--- config.mk ---
export PLATFORM = sky130hd
export DESIGN_NAME = w4823_fir_cload
export DESIGN_NICKNAME = d
export VERILOG_FILES = /design/src/rtl/w4823_fir_cload.sv
export SDC_FILE = /design/constraint.sdc
export NUM_CORES = 1
export LEC_CHECK = 0
export ABC_AREA = 1
export CAP_MARGIN = 30
export CORE_UTILIZATION = 40
export CTS_CLUSTER_SIZE = 20
export DETAILED_ROUTE_END_ITERATION = 6
export GPL_TIMING_DRIVEN = 1
export PLACE_DENSITY = 0.68
export SETUP_SLACK_MARGIN = 0.4
export SLEW_MARGIN = 20
export SYNTH_ARGS = -nofsm -noshare
export SYNTH_HDL_FRONTEND = slang
export SYNTH_SLANG_ARGS = --single-unit
--- constraint.sdc ---
create_clock -name clk -period 1.8 [get_ports clk]
set_clock_uncertainty 0.05 [all_clocks]
set_input_delay 0.36 -clock clk [delete_from_list [all_inputs] [get_ports clk]]
set_output_delay 0.36 -clock clk [all_outputs]
set_load 0.01 [all_outputs]
--- src/rtl/w4823_fir_cload.sv ---
// Coefficient load sequencer: streams host words into the FIR coefficient memory as
// registered (cin, caddr, cload) writes. Optional burst checksum under W4823_CLOAD_CSUM_EN.
module w4823_fir_cload #(
   parameter int unsigned NCOEF = 64
) (
   input  logic        clk,
   input  logic        rst,
   input  logic        start,
   input  logic [5:0]  base,
   input  logic [6:0]  count,
   input  logic [16:0] s_data,
   input  logic        s_valid,
   output logic        s_ready,
   input  logic        stall,
   output logic [16:0] cin,
   output logic [5:0]  caddr,
   output logic        cload,
   output logic        busy,
   output logic        done,
   output logic        wrap
`ifdef W4823_CLOAD_CSUM_EN
   ,
   output logic [16:0] csum
`endif
);

   localparam logic [1:0] IDLE = 2'd0;
   localparam logic [1:0] LOAD = 2'd1;
   localparam logic [1:0] DONE = 2'd2;

   localparam logic [5:0] LAST_ADDR = 6'(NCOEF - 1);
   localparam logic [6:0] MAX_COUNT = 7'(NCOEF);

   logic [1:0]  state_q, state_d;
   logic [5:0]  ptr_q, ptr_d;
   logic [6:0]  rem_q, rem_d;
   logic [16:0] cin_q, cin_d;
   logic [5:0]  caddr_q, caddr_d;
   logic        cload_q, cload_d;
   logic        wrap_q, wrap_d;
   logic        beat;
   logic        start_acc;

   assign s_ready   = (state_q == LOAD) & ~stall;
   assign beat      = s_valid & s_ready;
   assign start_acc = (state_q == IDLE) & start;

   always_comb begin
      state_d = state_q;
      ptr_d   = ptr_q;
      rem_d   = rem_q;
      cin_d   = cin_q;
      caddr_d = caddr_q;
      cload_d = 1'b0;
      wrap_d  = wrap_q;
      case (state_q)
         IDLE: begin
            if (start) begin
               ptr_d   = base;
               rem_d   = (count > MAX_COUNT) ? MAX_COUNT : count;
               wrap_d  = 1'b0;
               state_d = (count == 7'd0) ? DONE : LOAD;
            end
         end
         LOAD: begin
            if (beat) begin
               cin_d   = s_data;
               caddr_d = ptr_q;
               cload_d = 1'b1;
               ptr_d   = (ptr_q == LAST_ADDR) ? 6'd0 : 6'(ptr_q + 6'd1);
               rem_d   = 7'(rem_q - 7'd1);
               // Only a wrap that is actually followed by a write at address 0 counts.
               if ((ptr_q == LAST_ADDR) && (rem_q != 7'd1)) begin
                  wrap_d = 1'b1;
               end
               if (rem_q == 7'd1) begin
                  state_d = DONE;
               end
            end
         end
         DONE:    state_d = IDLE;
         default: state_d = IDLE;
      endcase
   end

   always_ff @(posedge clk) begin
      if (rst) begin
         state_q <= IDLE;
         ptr_q   <= 6'd0;
         rem_q   <= 7'd0;
         cin_q   <= 17'd0;
         caddr_q <= 6'd0;
         cload_q <= 1'b0;
         wrap_q  <= 1'b0;
      end else begin
         state_q <= state_d;
         ptr_q   <= ptr_d;
         rem_q   <= rem_d;
         cin_q   <= cin_d;
         caddr_q <= caddr_d;
         cload_q <= cload_d;
         wrap_q  <= wrap_d;
      end
   end

   assign cin   = cin_q;
   assign caddr = caddr_q;
   assign cload = cload_q;
   assign wrap  = wrap_q;
   assign busy  = (state_q != IDLE);
   assign done  = (state_q == DONE);

`ifdef W4823_CLOAD_CSUM_EN
   logic [16:0] csum_q, csum_d;

   // Accumulated at acceptance, so the final beat is included by the time done is high.
   always_comb begin
      csum_d = csum_q;
      if (start_acc) begin
         csum_d = 17'd0;
      end else if ((state_q == LOAD) && beat) begin
         csum_d = 17'(csum_q + s_data);
      end
   end

   always_ff @(posedge clk) begin
      if (rst) begin
         csum_q <= 17'd0;
      end else begin
         csum_q <= csum_d;
      end
   end

   assign csum = csum_q;
`else
   logic unused_start_acc;
   assign unused_start_acc = start_acc;
`endif

endmodule

==> impl_metrics.yaml <==
run_status:
  run_status: "finished with violations"
  failed_checks: "DRC"
floorplanning:
  ios: 63
  starting_utilization_of_the_core_area: 0.425
  design.die.area_mm2: 0.00503
  core_area_mm2: 0.00447
  die_y_um: 71.0
  floorplan.die.width_um: 71.0
  floorplan.rows: 24
setup_path:
  crit_path_start_kind: "flop"
  max_stage_delay_ns: 0.33
  worst_path_dominant_cell_family: "flip-flops"
  crit_path_cell_trace: "inv_4, nand2_4, nor2_2, buf_2"
  critPathBufInv: 2
  timing.critical_path.to_type: "output port"
  cp_max_fo: 4
  critPathSlowestCell: "sky130_fd_sc_hd__dfxtp_2"
  timing_worst_setup_path_type: "flop to output port"
  crit_arrival_ns: 0.99
  required_time_at_the_worst_slack_endpoint_ns: 1.39
synthesis:
  synth_xor_xnor_area_share: 0
  area_of_the_mapped_netlist_mm2: 0.00190
  synth_compound_area_frac: 0.145
  synth_seq_area_share: 0.421
  synthAdderAreaFrac: 0.0197
  synth_seq_cells: 40
  muxShareOfSynthArea: 0
  syn-mean-instance-area_um2: 6.67
  synth-simple-area-share: 0.326
  netlist-cell-type-count: 27
  synth_net_count: 323
  synthCells: 285
  synth.top_cell.area_share: 0.421
  yosys_warning_count: 0
  synth_top_area_cell: "sky130_fd_sc_hd__dfxtp_1"
  synth_top_family_by_area: "simple AND/OR/NAND/NOR gates"
  netlist_top_cells_area: "sky130_fd_sc_hd__dfxtp_1 (42%), sky130_fd_sc_hd__nor2_1 (16%), sky130_fd_sc_hd__nand2_1 (10%)"
clock_tree:
  cts-buffers-inserted: 5
  worst_setup_hold_path_clk_slew_ns: 0.08
  tritoncts_clock_tree: "yes"
  max-clock-path-buffers: 2
  cts_root_buf: "sky130_fd_sc_hd__clkbuf_8"
  clock_tree.htree_level_count: 2
  clk-insertion-delay-late_ns: 0.29
  hold_buffers: 0
  tritoncts_num_sinks: 40
sta:
  fmax_mhz: 715
  setup_slack_ns: 0.402
  finalCritPeriodShare: 0.777
  final.min_clock_period_ns: 1.40
  report.final.setup_viol: 0
  setup_tns_ns: 0
  grt_setup_unrepaired: "true"
  final-max-slew-violation-count: 0
  finalHoldViolCount: 0
  slew-limit-headroom: 0.797
  tightest_slew_ns: 0.304
finish:
  post_route_cell_area_mm2: 0.00284
  diodes: 0
  area_growth_pct: 49.1
  share_of_post_route_cells_with_drive_strength_above_1: 0.154
  design.final.nets: 395
routing:
  wire_per_inst_um: 12.2
  antenna_left: 0
  drt-pass1-iter-count: 7
  finalWirelength_um: 5020
  drt_iter0_drc: 132
  viasPerCell: 4.79
  num_vias: 1962
  number_of_remaining_drc_errors: 4
placement:
  dp_hpwl_um: 3410
  pre_cts_slack_ns: -0.0360
  io_buffers: 62
  globalplace.congestion: 0.867
  dpl-instance-area_mm2: 0.00260
global_route:
  grt_first_pass_wirelength_um: 8140
  gr-usage-all-layers: 0.208
  grt_start_max_net_pins: 20
  globalRoute.totalOverflow: 0
  vias_in_the_first_global_route: 1738
  grt_antenna_before_repair: 0
power:
  irDropWorstVdd_mv: 0.405
  power.density_mw_per_mm2: 858
  total_power_mw: 2.43
  total_leakage_power_nw: 1.34
flow_run:
  drv_cap: 0
min_path:
  hold_class: "flop to flop"
[power by group]
group          leakage [nW]  switching, mW  total, mW  internal, mW
clock network        0.0445          0.316      0.628         0.312
registers             0.330         0.0751       1.05         0.979
logic                 0.962          0.414      0.751         0.336
total                  1.34          0.806       2.43          1.63
[cell usage after synthesis]
cell                       number
sky130_fd_sc_hd__buf_1          1
sky130_fd_sc_hd__nand3_1       12
sky130_fd_sc_hd__a21oi_1       10
sky130_fd_sc_hd__inv_2          5
sky130_fd_sc_hd__nor2_4         1
sky130_fd_sc_hd__dfxtp_1       40
sky130_fd_sc_hd__clkbuf_1       3
sky130_fd_sc_hd__buf_4          1
sky130_fd_sc_hd__buf_6          2
sky130_fd_sc_hd__nand2_2        2
sky130_fd_sc_hd__nand2_1       52
sky130_fd_sc_hd__o21ai_0       31
sky130_fd_sc_hd__o21ai_1        6
sky130_fd_sc_hd__o21bai_1       1
sky130_fd_sc_hd__ha_1           3
sky130_fd_sc_hd__a21oi_2        2
sky130_fd_sc_hd__nor2_1        81
sky130_fd_sc_hd__nand3b_1       1
sky130_fd_sc_hd__clkbuf_2       1
sky130_fd_sc_hd__nand4_1        1
sky130_fd_sc_hd__buf_2          3
sky130_fd_sc_hd__o211ai_1       1
sky130_fd_sc_hd__nand2_4        1
sky130_fd_sc_hd__clkinv_1       1
sky130_fd_sc_hd__nand4_2        1
sky130_fd_sc_hd__o21ai_2        1
sky130_fd_sc_hd__inv_1         21
[final timing paths]
kind                   start       end  slack [ns]  depth (start not counted)
setup / recovery  state_q[1]   s_ready        0.40                          4
hold reg to reg       cin[1]    cin[1]        0.43                          2
hold / removal        cin[1]    cin[1]        0.43                          2
setup reg to reg  state_q[1]  rem_q[6]        0.46                          9
[state kept, by name, indices dropped and copies added (netlist names)]
register  flops
caddr         6
cin          17
cload         1
ptr_q         6
rem_q         7
state_q       2
wrap          1
[through the flow]
stage	utilization	hold WS [ns]	cells
after detailed placement	0.582	0.418	397
after CTS	0.613	0.434	409
final	0.634	0.429	410
after floorplan	-	0.379	285
after global routing	0.634	0.451	410
after global placement	0.582	0.412	397
[worst reg2reg max path, delay by kind of cell, from the launching register on]
family / cells / cell delay [ns]
and+or+nand+nor: 5 / 0.44
buffers and inverters: 3 / 0.35
AOI/OAI and AO/OA: 1 / 0.12
DFF: 1 / 0.33
[layout make-up]
class / count / area (um^2)
well taps: 52 / 65.1
repair buffers: 76 / 747
inverters: 27 / 114
flip-flops and latches: 40 / 813
fillers: 402 / 1640
clock buffers: 7 / 86.3
clock inverters: 1 / 7.51
multi-input cells: 207 / 1000
[cells by family after synthesis]
group | Yosys count
AND/OR/NAND/NOR | 152
AO/OA/AOI/OAI | 52
adder cells (fa/ha/maj) | 3
buffers and inverters | 38
flip-flops | 40
[layout by cell type, fill, tap and decap left out, drive strengths merged, types with 2 or more instances in the layout]
master,n
nand3,12
inv,26
nor2,82
a21oi,12
dlygate4sd2,25
ha,3
nand2,55
clkbuf,7
clkdlybuf4s50,32
nand4,2
dfxtp,40
o21ai,38
dlymetal6s2s,2
buf,16
[repair_timing]
action	in CTS	in global routing
pin swaps	1	6
setup buffers	3	1
resized for setup	45	33
cloned	1	0
setup endpoints to repair	39	33
[routing by layer]
layer / wire length, um / vias up / track usage
met5: 0 / - / 0
met1: 2330 / 859 / 0.271
met3: 270 / 7 / 0.0584
met2: 2350 / 53 / 0.337
li1: - / 1043 / -
met4: 65 / 0 / 0.0622
Note: power is estimated with default switching activity, not from simulation.
==> RTL change (config.mk and constraints unchanged) <==
Build with the macro `W4823_CLOAD_CSUM_EN` defined.
--- a/src/rtl/w4823_fir_cload.sv
+++ b/src/rtl/w4823_fir_cload.sv
@@ -1,4 +1,6 @@
 // Coefficient load sequencer: streams host words into the FIR coefficient memory as
 // registered (cin, caddr, cload) writes. Optional burst checksum under W4823_CLOAD_CSUM_EN.
+`define W4823_CLOAD_CSUM_EN
+
 module w4823_fir_cload #(
    parameter int unsigned NCOEF = 64
Function (old outputs only; new: csum): kept (equiv_simple and equiv_induct, registers matched by name and starting in step).
==> RTL change against the original RTL <==
  * Synthesized area up 79%
  * Highest routed layer unchanged
  * Wire length grew 150%
  * Design area grew 110%
  * Setup slack worse by 480 ps
  * Sequential share of layout area down 9.0 points
  * Clock power rose by 78%
  * Via count rose by 110%
  * Cell count rose by 93%
  * The flow finishes with violations (negative setup slack)
  * Sequential cell count up 17
  * Power is 59% higher
==> RTL change: results (changes against the original RTL) <==
outcome finished with violations; violations in the final reports negative setup slack; worst hold slack 286 ps (-143 ps); largest net degree at the start of global routing 25 (+25%); sequential share of the synthesized area 33.5% (-8.6 points); count of routing violations after the opening detailed-route iteration 253 (+92%); final number of setup-violating endpoints 4 (+4); highest cell delay on the worst timing path 380 ps (+50 ps); number of fillers in the final layout 563 (+40%); FF-to-FF Start csum[0]; biggest area contributors in the synthesized netlist dfxtp_1 (34%), nand2_1 (13%), nor2_1 (9.9%); CTS buffer count 9 (+4); cell with the largest stage delay on the worst path fa_2; Crit Path Max Fanout 3 (-1); # placed instances 734 (+85%); most common library cells after synthesis nand2_1 (121), nor2_1 (90), inv_1 (79); worst slew margin relative to its limit 78.8% (-0.90 points); H-tree levels 3 (+1); Top Family by Delay on Critical Path simple AND/OR/NAND/NOR gates; 1st-pass router iterations 4 (-3); largest voltage drop on the vdd net 528 uV (+30%); Final Non-Filler Cells 792 (+93%); Worst Min Path Start s_data[15]; aggregate routed wire length 12300 um (+150%); GRT Total Usage 27.1% (+6.3 points); Distinct cells, synth 32 (+19%); Final Net Count 737 (+87%); number of global-route vias before repair 3992 (+130%); placed standard-cell area 4710 sq um (+81%); leakage component of the power 0.00285 uW (+110%); end point of the most critical hold path cin[15]; synthesized netlist net count 589 (+82%); class of the worst hold path primary input to flip-flop; Final WS setup -75.3 ps (-477 ps); half-perimeter wire length of the detailed placement result 6740 um (+98%); Mean Syn Cell Area 6.38 sq um (-4.4%)
-- RTL change: cell types whose count changed after synthesis, moves of 16 or more --
cell,unedited run,this run
nand2_1,52,121
inv_1,21,79
nand3_1,12,37
a21oi_1,10,31
dfxtp_1,40,57
ha_1,3,19
-- RTL change: what timing repair did --
action,in CTS,in global routing
pin swaps,41,51
setup buffers,23,12
resized for setup,237,149
setup endpoints to repair,99,93
cloned,7,0
-- RTL change: cell families after synthesis --
group | share of synthesized area (%)
buf+inv | 11.2
xor+xnor | 1.54
simple gates | 32.3
flops | 33.5
fa+ha+maj | 7.57
compound gates | 13.9
-- RTL change: cell type report --
type	instances	share of cell area (%)
well taps	105	2.18
clock inverters	3	0.249
multi-input cells	380	43.6
clock buffers	13	2.63
flip-flops and latches	57	19.7
repair buffers	152	26.2
inverters	82	5.51
-- RTL change: routing by layer --
layer	part of all wire (%)	routed length (um)	vias up	GRT usage (%)
met3	4.9	598	27	3.72
met5	0	0	-	0
met2	53	6480	146	48.1
met4	2.3	289	0	12.1
li1	-	-	1992	-
met1	40	4960	1956	32.0
-- RTL change: how the worst max path moves through the flow --
stage                   start  endpoint  slack [ps]  cells past startpoint
floorplan           s_data[0]  csum[14]         150                     12
global placement    s_data[0]  csum[10]        -450                     13
detailed placement  s_data[0]  csum[12]        -510                     13
CTS                   csum[0]  csum[14]         130                     12
global route          csum[0]  csum[14]        -180                     12
finish                csum[0]  csum[14]         -80                     12
-- RTL change: where the power goes --
group          switching (uW)  internal, uW
clock network             552           569
registers                 103          1350
logic                     662           622
total                    1320          2540
-- RTL change: worst register-to-register path: cells and delay by family, from the launching register on --
family | cells | cell delay, ps
adder cells (fa/ha/maj) | 2 | 540
buffers and inverters | 1 | 40
flip-flops | 1 | 350
AND/OR/NAND/NOR | 9 | 790
